===== src/rtl/pong_scan.sv =====
// VGA raster scanner for the pong display: 640x480@60 timing plus registered
// per-pixel region flags for paddles, ball, walls and centre net.
module pong_scan #(
  parameter int unsigned H_ACTIVE = 640,
  parameter int unsigned H_FP     = 16,
  parameter int unsigned H_SYNC   = 96,
  parameter int unsigned H_BP     = 48,
  parameter int unsigned V_ACTIVE = 480,
  parameter int unsigned V_FP     = 10,
  parameter int unsigned V_SYNC   = 2,
  parameter int unsigned V_BP     = 33,
  parameter int unsigned PAD1_X   = 16,
  parameter int unsigned PAD2_X   = 616,
  parameter int unsigned PAD_W    = 8,
  parameter int unsigned PAD_H    = 64,
  parameter int unsigned BALL_SZ  = 8,
  parameter int unsigned WALL_T   = 8,
  parameter int unsigned NET_X    = 318,
  parameter int unsigned NET_W    = 4
) (
  input  logic       clk,
  input  logic       rst,
  input  logic [9:0] pad1_y,
  input  logic [9:0] pad2_y,
  input  logic [9:0] ball_x,
  input  logic [9:0] ball_y,
  output logic       hsync,
  output logic       vsync,
  output logic       BRPad1,
  output logic       BRPad2,
  output logic       BRBall,
  output logic       BRWall,
  output logic       BRIW,
  output logic       frame_tick
);

  localparam int unsigned CW      = 10;
  localparam int unsigned AW      = 11;
  localparam int unsigned H_TOTAL = H_ACTIVE + H_FP + H_SYNC + H_BP;
  localparam int unsigned V_TOTAL = V_ACTIVE + V_FP + V_SYNC + V_BP;

  logic [CW-1:0] hcnt, vcnt;
  logic [CW-1:0] p1, p2, bx, by;
  logic [AW-1:0] x, y;
  logic h_end_c, v_end_c, frame_end_c, active_c;
  logic hsync_c, vsync_c, pad1_c, pad2_c, ball_c, wall_c, net_c;

  // Half-open span test on 11-bit sums so regions past the edge never wrap.
  function automatic logic in_span(input logic [AW-1:0] v, input logic [AW-1:0] lo,
                                   input logic [AW-1:0] len);
    return (v >= lo) && (v < lo + len);
  endfunction

  always_comb begin
    x           = AW'(hcnt);
    y           = AW'(vcnt);
    h_end_c     = (hcnt == CW'(H_TOTAL - 1));
    v_end_c     = (vcnt == CW'(V_TOTAL - 1));
    frame_end_c = h_end_c && v_end_c;
    active_c    = (hcnt < CW'(H_ACTIVE)) && (vcnt < CW'(V_ACTIVE));
    hsync_c     = !((hcnt >= CW'(H_ACTIVE + H_FP)) && (hcnt < CW'(H_ACTIVE + H_FP + H_SYNC)));
    vsync_c     = !((vcnt >= CW'(V_ACTIVE + V_FP)) && (vcnt < CW'(V_ACTIVE + V_FP + V_SYNC)));
    wall_c      = (y < AW'(WALL_T)) || (y >= AW'(V_ACTIVE - WALL_T));
    pad1_c      = in_span(x, AW'(PAD1_X), AW'(PAD_W)) && in_span(y, AW'(p1), AW'(PAD_H));
    pad2_c      = in_span(x, AW'(PAD2_X), AW'(PAD_W)) && in_span(y, AW'(p2), AW'(PAD_H));
    ball_c      = in_span(x, AW'(bx), AW'(BALL_SZ)) && in_span(y, AW'(by), AW'(BALL_SZ));
    // Dashed net: 16-line segments, suppressed where the walls are drawn.
    net_c       = in_span(x, AW'(NET_X), AW'(NET_W)) && !vcnt[4] && !wall_c;
  end

  always_ff @(posedge clk or posedge rst) begin
    if (rst) begin
      hcnt <= '0;
      vcnt <= '0;
    end else if (h_end_c) begin
      hcnt <= '0;
      vcnt <= v_end_c ? '0 : vcnt + 1'b1;
    end else begin
      hcnt <= hcnt + 1'b1;
    end
  end

  // Positions are sampled once per frame so a frame never tears.
  always_ff @(posedge clk or posedge rst) begin
    if (rst) begin
      p1 <= '0;
      p2 <= '0;
      bx <= '0;
      by <= '0;
    end else if (frame_end_c) begin
      p1 <= pad1_y;
      p2 <= pad2_y;
      bx <= ball_x;
      by <= ball_y;
    end
  end

  always_ff @(posedge clk or posedge rst) begin
    if (rst) begin
      hsync      <= 1'b1;
      vsync      <= 1'b1;
      BRPad1     <= 1'b0;
      BRPad2     <= 1'b0;
      BRBall     <= 1'b0;
      BRWall     <= 1'b0;
      BRIW       <= 1'b0;
      frame_tick <= 1'b0;
    end else begin
      hsync      <= hsync_c;
      vsync      <= vsync_c;
      BRPad1     <= active_c && pad1_c;
      BRPad2     <= active_c && pad2_c;
      BRBall     <= active_c && ball_c;
      BRWall     <= active_c && wall_c;
      BRIW       <= active_c && net_c;
      frame_tick <= frame_end_c;
    end
  end

endmodule


===== config.mk =====
export PLATFORM = sky130hd
export DESIGN_NAME = pong_scan
export DESIGN_NICKNAME = d
export VERILOG_FILES = /design/src/rtl/pong_scan.sv
export SDC_FILE = /design/constraint.sdc
export NUM_CORES = 1
export LEC_CHECK = 0
export CAP_MARGIN = 5
export CELL_PAD_IN_SITES_DETAIL_PLACEMENT = 1
export CELL_PAD_IN_SITES_GLOBAL_PLACEMENT = 2
export CORE_ASPECT_RATIO = 0.5
export CORE_MARGIN = 5
export CORE_UTILIZATION = 25
export DETAILED_ROUTE_END_ITERATION = 10
export GPL_ROUTABILITY_DRIVEN = 0
export HOLD_SLACK_MARGIN = 0.1
export PLACE_DENSITY = 0.63
export SYNTH_ARGS = -nofsm -noshare
export SYNTH_HDL_FRONTEND = slang
export SYNTH_SLANG_ARGS = --single-unit

===== constraint.sdc =====
create_clock -name clk -period 2.2 [get_ports clk]
set_clock_uncertainty 0.2 [all_clocks]
set_input_delay 0.44 -clock clk [delete_from_list [all_inputs] [get_ports clk]]
set_output_delay 0.44 -clock clk [all_outputs]
set_load 0.01 [all_outputs]

* Word-level counts from Yosys, hierarchy flattened
Cells that the tools add are included.
** Word-level totals
- Flip-flop bits (word level) :: 68
- Bits of input ports :: 42
- Output and inout port bits :: 8
** Cells by class
- Add/subtract/negate cells :: 6
- $lt $le $gt $ge :: 22
- Eq/ne operators :: 2
- Multiplexer cells :: 2
- Reduce and logical (&&, ||, !) cells :: 26
** Operators with widths (number)
- $lt A10 B11 Y1 :: 4
- $ge A10 B10 Y1 :: 4
- $ge A10 B9 Y1 const B :: 3
- $lt A10 B10 Y1 const B :: 3
- $lt A10 B9 Y1 const B :: 3
- $add A10 B4 Y11 const B :: 2
- $add A10 B7 Y11 const B :: 2
- $logic_and A1 B1 Y1 :: 21
- $add A10 B1 Y10 const B :: 2
- $eq A10 B10 Y1 const B :: 2
- $ge A10 B10 Y1 const B :: 2
- $mux W10 :: 2
- $ge A10 B5 Y1 const B :: 1
- $lt A10 B4 Y1 const B :: 1
- $lt A10 B5 Y1 const B :: 1
- $logic_not A1 Y1 :: 4
- $logic_or A1 B1 Y1 :: 1

* Depth between registers and ports, before layout
Gate-level depths: netlist of the first run.
- Depth after elaboration :: 5
- Mapped depth :: 9
- Mapped depth without buffers :: 9

* Worst setup path after synthesis of the first run
Ideal clock, no wire load.
- Path kind :: register to register
- Start point :: register by[3]
- End point :: register BRBall
- Setup time :: 101 ps
- Arrival time :: 2006 ps
- Data required time :: 1899 ps
- Path slack :: -107 ps
- Stages on the path, launching flop included :: 10
- Period minus slack after synthesis :: 2307 ps
- Path through :: dfrtp_1 -> ha_1 -> nand2_1 -> or3_1 -> xnor2_1 -> ha_1 -> a21o_1 -> a221oi_1 -> o31ai_1 -> nor4_1
** Between the ends
- Longest elaborated chain between the ends :: 5
- Elaborated cells on any way between the ends :: 6
- Classes of those cells :: add/sub: 1; order compare: 2; reduce/logical: 3
** RTL lines
- start: declaration :: RTL line 43 : logic [CW-1:0] p1, p2, bx, by;
- start signal: assignment :: RTL line 94 : by <= ball_y;
- $add A10 B4 Y11 :: RTL line 51 : return (v >= lo) && (v < lo + len);
- $lt A10 B11 Y1 :: RTL line 51
- $logic_and A1 B1 Y1 * :: RTL line 51
- $logic_and A1 B1 Y1 * :: RTL line 66 : ball_c = in_span(x, AW'(bx), AW'(BALL_SZ)) && in_span(y, AW'(by), AW'(BALL_SZ));
- $logic_and A1 B1 Y1 * :: RTL line 113 : BRBall <= active_c && ball_c;
- end signal: assignment :: RTL line 113
- end: declaration :: RTL line 31 : output logic BRBall,
Every way passes the cells marked *; elsewhere a longest branch is shown, timed or not.
A chain may end at the register's enable or synchronous reset.

* Worst setup path in the final report of the first run
- Start point :: register by[4]
- End point :: register BRBall
Same word-level chain as after synthesis.

==> metrics.txt, run 1 <==
# setup viols final=1; DR vias=3974; CTS Hold Bufs=0; part of the cycle the worst path needs=104%; Post-Syn Area per Cell=9.42 um^2; Synth Register Bits=68; CTS tree=done; Most used DFF post-synth=dfrtp_1; leak pwr=3.03 nW; largest net degree at the start of global routing=69; synth-to-layout area growth=34.5%; Initial Util=25.2%; Hold Crit Class=flop to flop; total track usage=13.4%; WP data required=2240 ps; Achievable Freq=0.436 GHz; smallest setup slack after layout=-95.9 ps; Root Driver=clkbuf_16; max-cap violation count=0; initial antenna violation count=0; PD cells=491 nW/um^2; later-pin clock latency in the skew report=340 ps; IO buf count=49; Pre-antenna DRT Iters=4; Worst-Margin Slew=407 ps; Antenna diodes=0; number of global-route vias before repair=4391; Worst EP arrival=2330 ps; Post-Syn Instances=488; warnings from Yosys=0; Setup Slack @ Placement=-170 ps; simple-gate share of the synthesized area=17.9%; Critical Path Sink Type=flop; remaining global-route overflow=0; overall power=3.03 mW; Pins Over Slew Limit=0; WL final=14.1 mm; final hold violations=0; CP Max Fanout=2; min cycle time layout=2300 ps; adder-cell share of the synthesized area=19.1%; final non-filler cell total=834; Synth Area in XOR/XNOR=4.57%; ys async rst share=100%; Bufs on Longest Clock Path=2; post-synthesis cell type count=51; ratio of cells with drive above 1 in the final layout=16.0%; sequential share of the synthesized area=37.1%; Detail Placement HPWL=10.4 mm; Placed Cells=812; first-pass GRT wire length=23.1 mm; RSZ-0062 raised after global routing=yes; # IOs=50; fillcell total=2131; area of the mapped netlist=4600 um^2; area of the core=18200 um^2; EDFF count, synth=0; clock buffers created by TritonCTS=9; Post-DP Area=5740 um^2; mux contribution to synthesized area=1.44%; post-synthesis compound-gate area fraction=14.6%; failing checks=negative setup slack; largest family of logic cells by synthesized area=adder cells; Die H=106 um; wire per inst=16.9 um; die span in x=202 um; Post-Syn Nets=600; First DRT Iteration DRCs=103; critical path class=flop to flop; DR vias/cell=4.76; CTS Sinks=68; Die ar.=21400 um^2; Nets=701; status=finished, violations left; post-route cell area=6180 um^2; post-detailed-route count of antenna-violating nets=0; H-tree Lvls=3; Max VDD drop=391 uV; DRC Markers=0; Startpoint Class=flop; Cell Rows=35; clk slew on worst S/H paths=60 ps; max_slew headroom=72.5%
## routing by layer
layer | GRT usage, % | part of all wire, % | vias up
met5 | 0 | 0 | -
met3 | 2.61 | 2.0 | 9
met4 | 3.02 | 1.2 | 0
met2 | 22.9 | 46 | 30
met1 | 17.7 | 51 | 1972
li1 | - | - | 1963
## metrics by stage
stage	TNS [ps]	util, %	hold WS [ps]
floorplan	-89.9	-	279
global placement	-106	31.5	296
detailed placement	-170	31.5	303
CTS	-129	33.3	317
global route	-378	33.9	333
finish	-95.9	33.9	316
## synth_stat cells, types with 2 or more instances
master	n	area share, %
xnor2_1	17	3.2
nor2b_1	7	0.95
a21o_1	11	1.8
nor3_1	5	0.54
dfstp_2	2	1.1
o2111a_1	2	0.49
xor2_1	7	1.3
inv_1	47	3.8
clkbuf_1	5	0.41
ha_1	70	19
nand4_1	9	1.2
o311ai_0	2	0.38
nand2b_1	7	0.95
mux2_2	5	1.2
and3_1	4	0.54
nor4b_1	2	0.38
or3_1	4	0.54
o21a_1	3	0.49
or4_1	3	0.49
o21ai_0	50	5.4
and4_1	4	0.76
a21oi_1	17	1.9
nand3_1	57	6.2
a31oi_1	2	0.27
o211ai_1	2	0.33
o31ai_1	4	0.65
a22o_1	2	0.38
nor2_1	20	1.6
nand2_1	15	1.2
a211oi_1	7	1.1
buf_2	8	0.87
dfrtp_1	66	36
a2111oi_0	3	0.57
nand3b_1	2	0.33
## layout make-up
cell class	instances	area, um^2	area share [%]
Clock buffer	11	253	4.09
Clock inverter	5	83.8	1.36
Timing Repair Buffer	104	965	15.6
Tap cell	240	300	4.86
Multi-Input combinational cell	358	2690	43.5
Inverter	48	186	3.02
Sequential cell	68	1710	27.6
## power by group
part | internal [mW] | switching (mW) | leakage (nW)
Clock | 1.06 | 0.602 | 0.158
Combinational | 0.0742 | 0.0423 | 2.15
Sequential | 1.25 | 0.00239 | 0.725
## path summary, 6_finish.rpt
check                           start       to  slack [ps]  cells after the start
worst max-delay path            by[4]   BRBall        -100                      9
max in group asynchronous         rst  vcnt[1]        1100                      3
worst min register to register  by[0]    by[0]         320                      1
worst min-delay path            by[0]    by[0]         320                      1
worst max register to register  by[4]   BRBall        -100                      9
min in group asynchronous         rst    bx[6]         350                      3
## layout by cell type, fill, tap and decap left out, drive strengths merged, types with 5 or more instances in the layout
cell / count
a211oi: 7
a21o: 11
a21oi: 17
buf: 54
clkbuf: 12
clkdlybuf4s50: 49
dfrtp: 66
ha: 70
inv: 47
mux2: 5
nand2: 16
nand2b: 7
nand3: 57
nand4: 10
nor2: 20
nor2b: 7
nor3: 6
o21ai: 50
xnor2: 17
xor2: 7
## critical path, stage by stage, from the launching register on
cell,delay [ps]
dfrtp_1,360
ha_2,190
nand2_2,40
or3_1,320
xnor2_1,140
ha_1,300
a21o_1,170
a221oi_2,220
o31ai_1,100
nor4_1,160
## kinds of logic (layout without fill, tap and decap cells)
group | count (synthesis) | after routing
simple gates | 149 | 149
compound gates | 109 | 109
fa+ha+maj | 70 | 70
flops | 68 | 68
buf+inv | 62 | 168
xor+xnor | 24 | 24
mux | 6 | 6
## sequential cells by signal (all words and copies together), names as in the netlist, 10 cells and up
register / count
bx: 10
by: 10
hcnt: 10
p1: 10
p2: 10
vcnt: 10
## repair_timing
item,4_1_cts,5_1_grt
setup endpoints to repair,2,51
gates resized for setup,0,16
cloned,0,1
pin swaps,2,3
setup buffers,0,5
(Power assumes the default switching activity.)
==> run 2, diff against run 1 <==
Settings changed: HOLD_SLACK_MARGIN 0.1 to default.
==> results of run 2 <==
Final layout, timing and power as in run 1 (identical DEF).
